File: config.mk
export PLATFORM = sky130hd
export DESIGN_NAME = ccff_bitstream_loader
export DESIGN_NICKNAME = d
export VERILOG_FILES = /design/src/rtl/ccff_loader_pkg.sv /design/src/rtl/ccff_word_serializer.sv /design/src/rtl/ccff_bitstream_loader.sv
export SDC_FILE = /design/constraint.sdc
export NUM_CORES = 1
export LEC_CHECK = 0
export CAP_MARGIN = 30
export CORE_MARGIN = 1
export CORE_UTILIZATION = 35
export DETAILED_ROUTE_END_ITERATION = 10
export GPL_TIMING_DRIVEN = 0
export MAX_ROUTING_LAYER = met4
export PLACE_DENSITY = 0.66
export SETUP_SLACK_MARGIN = 0.4
export SKIP_LAST_GASP = 1
export SLEW_MARGIN = 15
export SYNTH_ARGS = -nofsm -noshare
export SYNTH_HDL_FRONTEND = slang
export SYNTH_HIERARCHICAL = 1
export SYNTH_SLANG_ARGS = --single-unit
File: constraint.sdc
create_clock -name prog_clk -period 3.04 [get_ports prog_clk]
set_input_delay 0.608 -clock prog_clk [delete_from_list [all_inputs] [get_ports prog_clk]]
set_output_delay 0.608 -clock prog_clk [all_outputs]
set_load 0.005 [all_outputs]
File: src/rtl/ccff_loader_pkg.sv
// Shared types and width helpers for the ccff bitstream loader.
//   ccff_state_e : loader pass state (IDLE -> SHIFT -> DONE -> IDLE)
//   cnt_w()      : bit-counter width, able to hold 0..CHAIN_LEN
//   sr_cnt_w()   : serializer valid-bit count width, able to hold 0..WORD_W
// The widths depend on module parameters, so they are provided as functions
// and turned into CNT_W / SR_CNT_W localparams by the modules that use them.
package ccff_loader_pkg;

  typedef enum logic [1:0] {
    ST_IDLE  = 2'd0,
    ST_SHIFT = 2'd1,
    ST_DONE  = 2'd2
  } ccff_state_e;

  function automatic int cnt_w(input int chain_len);
    return $clog2(chain_len + 1);
  endfunction

  function automatic int sr_cnt_w(input int word_w);
    return $clog2(word_w + 1);
  endfunction

endpackage

File: src/rtl/ccff_word_serializer.sv
// Two-stage word serializer: holding register (HR) in front of a shift
// register (SR). Words enter HR (or go straight to SR when SR is free) and
// leave MSB-first, one bit per shift-enabled cycle.
//   clk, rst   : clock, synchronous active-high reset
//   en         : pass active; when low both stages are flushed
//   in_data    : host word, bit WORD_W-1 leaves first
//   in_valid   : host word valid
//   in_ready   : HR empty (and enabled)
//   head       : SR MSB, serial output
//   shift_en   : SR holds at least one valid bit
module ccff_word_serializer
  import ccff_loader_pkg::*;
#(
  parameter int WORD_W = 32
) (
  input  logic              clk,
  input  logic              rst,
  input  logic              en,
  input  logic [WORD_W-1:0] in_data,
  input  logic              in_valid,
  output logic              in_ready,
  output logic              head,
  output logic              shift_en
);

  localparam int SR_CNT_W = sr_cnt_w(WORD_W);
  localparam logic [SR_CNT_W-1:0] SR_FULL = SR_CNT_W'(WORD_W);
  localparam logic [SR_CNT_W-1:0] SR_ONE  = SR_CNT_W'(1);

  logic [WORD_W-1:0]   sr_q, hr_q;
  logic [SR_CNT_W-1:0] sr_cnt_q;
  logic                hr_vld_q;
  logic                accept, sr_free;

  assign shift_en = en && (sr_cnt_q != '0);
  assign in_ready = en && !hr_vld_q;
  assign head     = sr_q[WORD_W-1];
  assign accept   = in_valid && in_ready;
  // SR can take a new word this edge: already empty, or draining its last bit.
  assign sr_free  = (sr_cnt_q == '0) || (shift_en && sr_cnt_q == SR_ONE);

  always_ff @(posedge clk) begin
    if (rst || !en) begin
      // Data is cleared too so the head idles low between passes.
      sr_q     <= '0;
      hr_q     <= '0;
      sr_cnt_q <= '0;
      hr_vld_q <= 1'b0;
    end else if (sr_free && hr_vld_q) begin
      // in_ready is low here, so no accept can collide with the HR move.
      sr_q     <= hr_q;
      sr_cnt_q <= SR_FULL;
      hr_vld_q <= 1'b0;
    end else if (sr_free && accept) begin
      // Bypass HR so the first word (or a word after a stall) has no bubble.
      sr_q     <= in_data;
      sr_cnt_q <= SR_FULL;
    end else begin
      if (shift_en) begin
        sr_q     <= sr_q << 1;
        sr_cnt_q <= sr_cnt_q - SR_ONE;
      end
      if (accept) begin
        hr_q     <= in_data;
        hr_vld_q <= 1'b1;
      end
    end
  end

endmodule

File: src/rtl/ccff_bitstream_loader.sv
// Configuration-chain loader. Serializes host words MSB-first onto ccff_head,
// gating the chain clock so host stalls never inject bits, and on verify
// passes compares the returning ccff_tail against the bit being shifted in.
//   prog_clk, pReset : clock, synchronous active-high reset
//   start, verify    : begin a pass (IDLE only); 0 = load, 1 = verify
//   word_data/valid/ready : host word handshake
//   ccff_head, ccff_shift_en, ccff_tail : chain serial in, clock enable, serial out
//   config_enable, busy, done : pass status; done pulses one cycle at the end
//   err_cnt          : saturating mismatch count of the last verify pass
module ccff_bitstream_loader
  import ccff_loader_pkg::*;
#(
  parameter int WORD_W    = 32,
  parameter int CHAIN_LEN = 1024,
  parameter int ERR_W     = 16
) (
  input  logic              prog_clk,
  input  logic              pReset,
  input  logic              start,
  input  logic              verify,
  input  logic [WORD_W-1:0] word_data,
  input  logic              word_valid,
  output logic              word_ready,
  output logic              ccff_head,
  output logic              ccff_shift_en,
  input  logic              ccff_tail,
  output logic              config_enable,
  output logic              busy,
  output logic              done,
  output logic [ERR_W-1:0]  err_cnt
);

  localparam int CNT_W = cnt_w(CHAIN_LEN);
  localparam logic [CNT_W-1:0] LAST_BIT = CNT_W'(CHAIN_LEN - 1);
  localparam logic [ERR_W-1:0] ERR_MAX  = {ERR_W{1'b1}};

  ccff_state_e      state_q, state_d;
  logic [CNT_W-1:0] bit_cnt_q;
  logic             verify_q;
  logic [ERR_W-1:0] err_cnt_q;
  logic             ser_en, last_shift;

  assign ser_en     = (state_q == ST_SHIFT);
  assign last_shift = ccff_shift_en && (bit_cnt_q == LAST_BIT);
  assign err_cnt    = err_cnt_q;

  ccff_word_serializer #(.WORD_W(WORD_W)) u_ser (
    .clk      (prog_clk),
    .rst      (pReset),
    .en       (ser_en),
    .in_data  (word_data),
    .in_valid (word_valid),
    .in_ready (word_ready),
    .head     (ccff_head),
    .shift_en (ccff_shift_en)
  );

  always_comb begin
    state_d       = state_q;
    busy          = 1'b1;
    config_enable = 1'b1;
    done          = 1'b0;
    case (state_q)
      ST_IDLE: begin
        busy          = 1'b0;
        config_enable = 1'b0;
        if (start) state_d = ST_SHIFT;
      end
      ST_SHIFT: if (last_shift) state_d = ST_DONE;
      ST_DONE: begin
        done    = 1'b1;
        state_d = ST_IDLE;
      end
      default: state_d = ST_IDLE;
    endcase
  end

  always_ff @(posedge prog_clk) begin
    if (pReset) begin
      state_q   <= ST_IDLE;
      bit_cnt_q <= '0;
      verify_q  <= 1'b0;
      err_cnt_q <= '0;
    end else begin
      state_q <= state_d;
      if (state_q == ST_IDLE && start) begin
        bit_cnt_q <= '0;
        verify_q  <= verify;
        if (verify) err_cnt_q <= '0;
      end else if (ccff_shift_en) begin
        bit_cnt_q <= bit_cnt_q + CNT_W'(1);
        // Tail still shows the pre-edge value, i.e. the previous pass's bit k.
        if (verify_q && (ccff_tail != ccff_head) && (err_cnt_q != ERR_MAX))
          err_cnt_q <= err_cnt_q + ERR_W'(1);
      end
    end
  end

endmodule
==> flow_summary.toml <==
[run_status]
outcome = "finished clean"

[placed_design]
io_buffers = 59
place.gp.congestion = 0.833
pre_cts_ws_ns = 0.274
dp_hpwl_mm = 7.89

[synthesis]
netlist.area_leader.share_pct = 44.2
synthCells = 523
ys_seq_area_share_pct = 44.2
synth_most_common_cell = "dfxtp_1"
synth-edff-count = 0
synth_flop_cell = "dfxtp_1"
ys_ff_latch = 101
ys_types = 56
syn-num-nets = 565
async_reset_ff_share_pct = 0
yosys_warnings = 6
avgSynthCellArea_um2 = 8.74
synthTopCellsByArea = "dfxtp_1 44%, mux2i_1 7.4%, nand2_1 6.3%"
synthTopCellsByCount = "101 x dfxtp_1, 77 x nand2_1, 50 x a21oi_1, 34 x mux2i_1, 32 x a22oi_1"
yosysTopAreaCell = "dfxtp_1"
syn_area_mm2 = 0.00457

[global_route]
grt_antenna_before_repair = 0
overflow = 0
grt_max_degree = 17
grt_pass1_wl_mm = 18.9
grt_pass1_vias = 4066
track_usage_pct = 18.4

[cells_and_area]
drive_above_1_share_pct = 8.03
area_growth_pct = 24.0
fin_nets = 635
n_antenna_cell = 0

[power]
power.leakage_nw = 1.78
ir_worst_vdd_mv = 0.327
powerDensity_mw_per_mm2 = 458

[sta]
setup_viol = 0
max_slew_margin_pct = 53.3
hold_viol_final = 0
clock_skew_ns = 0.00841
worst_slew_pin_slew_ns = 0.698
post-route-period-util_pct = 85.1
fin_crit_ns = 2.59
worst_slack_ns = 0.453
tns_ns = 0
rsz0062_at_grt = "false"
drv_slew = 0
fmax_mhz = 387

[job]
drv_cap = 0

[critical_path]
start_kind = "flip-flop"
critical_path.endpoint_type = "output pin"
critical-path-slowest-cell = "clkdlybuf4s50_1"
path_cells = "nor2b_4 > clkbuf_2 > o21a_2 > clkdlybuf4s50_1"
path_class = "reg2out"
cp_top_family = "buffers and inverters"
critical_path_required_ns = 2.43
path_max_fanout = 10
cpPeakStageDelay_ns = 0.52
arrival_ns = 1.98
cp_num_buf_inv = 2

[clocking]
htree_levels = 3
cts_hold_buf = 0
path_clk_slew_ns = 0.06
cts_tree = "done"
clk_latency_ns = 0.34
cts_buffer_depth = 2
cts_inserted_buffers = 9
postCtsSetupBuffers = 0
cts_resized = 3
cts.sinks = 101
cts_root_buf = "clkbuf_16"

[floorplanning]
dieArea_mm2 = 0.0135
initial_core_util_pct = 36.1
fp.dieH_um = 116
rows = 41
core_mm2 = 0.0127
dieWidth_um = 116
ioPinCount = 60

[min_path]
hp-class = "reg2reg"

[detailed_routing]
wire_per_inst_um = 14.5
drt_iter0_markers = 414
first_pass_iters = 4
antenna_left = 0
via_count = 4085
routed_via_density = 5.31
drc = 0
drt-total-wl_mm = 11.2
## cells in the final DEF, fill, tap and decap left out, types with 4 or more instances in the layout
cell type	count
dfxtp_1	101
nand2_1	77
clkdlybuf4s50_1	59
a21oi_1	50
mux2i_1	34
a22oi_1	32
o21ai_1	30
nor2_1	27
clkbuf_1	20
o21ai_0	12
buf_2	10
xor2_1	10
inv_1	9
nand3_1	9
clkbuf_16	9
nand4_1	8
or3_1	8
o211ai_1	6
and3_1	5
nor3_1	4
o2111ai_1	4
or4_1	4
xnor2_1	4
clkbuf_2	4
## per-layer routing
layer  GRT usage [%]  part of all wire (%)  vias to the layer above
met5               -                     0                        -
met2            30.4                    49                      107
met4            7.52                   1.5                        0
met3            3.43                   4.7                       17
met1            21.9                    45                     1940
li1                -                     -                     2021
## registers in the layout, summed over array words and instances (netlist names)
signal,flops
verify_q,1
state_q,2
u_ser/sr_q,32
bit_cnt_q,11
u_ser/hr_q,32
u_ser/sr_cnt_q,6
u_ser/hr_vld_q,1
err_cnt,16
## logic make-up after synthesis
family,count (synthesis),share of synthesized area [%]
and+or+nand+nor,173,19.2
adders and majority gates,4,1.10
AOI/OAI and AO/OA,151,20.3
DFF,101,44.2
buffers and inverters,46,5.04
xor gates and xnor gates,14,2.68
muxes,34,7.45
## power by group
group	internal, mW	leakage [nW]	switching (mW)
clock	0.583	0.129	0.494
combinational	0.0933	0.842	0.0979
sequential	1.33	0.814	0.00312
## worst reg2reg max path, delay by kind of cell (launching register included)
kind / cells / cell delay (ns)
compound gates: 3 / 0.48
buf+inv: 4 / 0.82
flops: 1 / 0.39
simple gates: 3 / 0.74
## worst paths after layout
| check | startpoint | to | slack (ns) | cells after the start |
|---|---|---|---|---|
| worst max-delay path | state_q[0]$_SDFFE_PP0P_ | ccff_shift_en | 0.45 | 4 |
| worst min-delay path | u_ser/hr_q[26]$_SDFFE_PP0P_ | u_ser/hr_q[26]$_SDFFE_PP0P_ | 0.45 | 2 |
| worst max register to register | state_q[0]$_SDFFE_PP0P_ | err_cnt[6]$_SDFFE_PP0P_ | 0.55 | 10 |
| worst min register to register | u_ser/hr_q[26]$_SDFFE_PP0P_ | u_ser/hr_q[26]$_SDFFE_PP0P_ | 0.45 | 2 |
## cell type report
type / instances / area [um2]
fillers: 1243 / 7000
clock buffers: 12 / 246
well taps: 172 / 215
inverters: 9 / 33.8
repair buffers: 59 / 591
flip-flops and latches: 101 / 2020
multi-input cells: 376 / 2330
clock inverters: 4 / 32.5
plain buffers: 37 / 198
## per-stage QoR
stage | power (mW) | instance area (um2) | cells | utilization [%] | hold slack (ns)
finish | 2.60 | 5670 | 770 | 44.7 | 0.454
global route | 2.71 | 5670 | 770 | 44.7 | 0.477
CTS | 2.63 | 5660 | 770 | 44.7 | 0.457
detailed placement | 1.55 | 5380 | 754 | 42.4 | 0.447
global placement | 1.55 | 5380 | 754 | 42.4 | 0.440
floorplan | 1.45 | 4570 | 523 | - | 0.431
No activity file was read; power rests on OpenSTA's default activity.
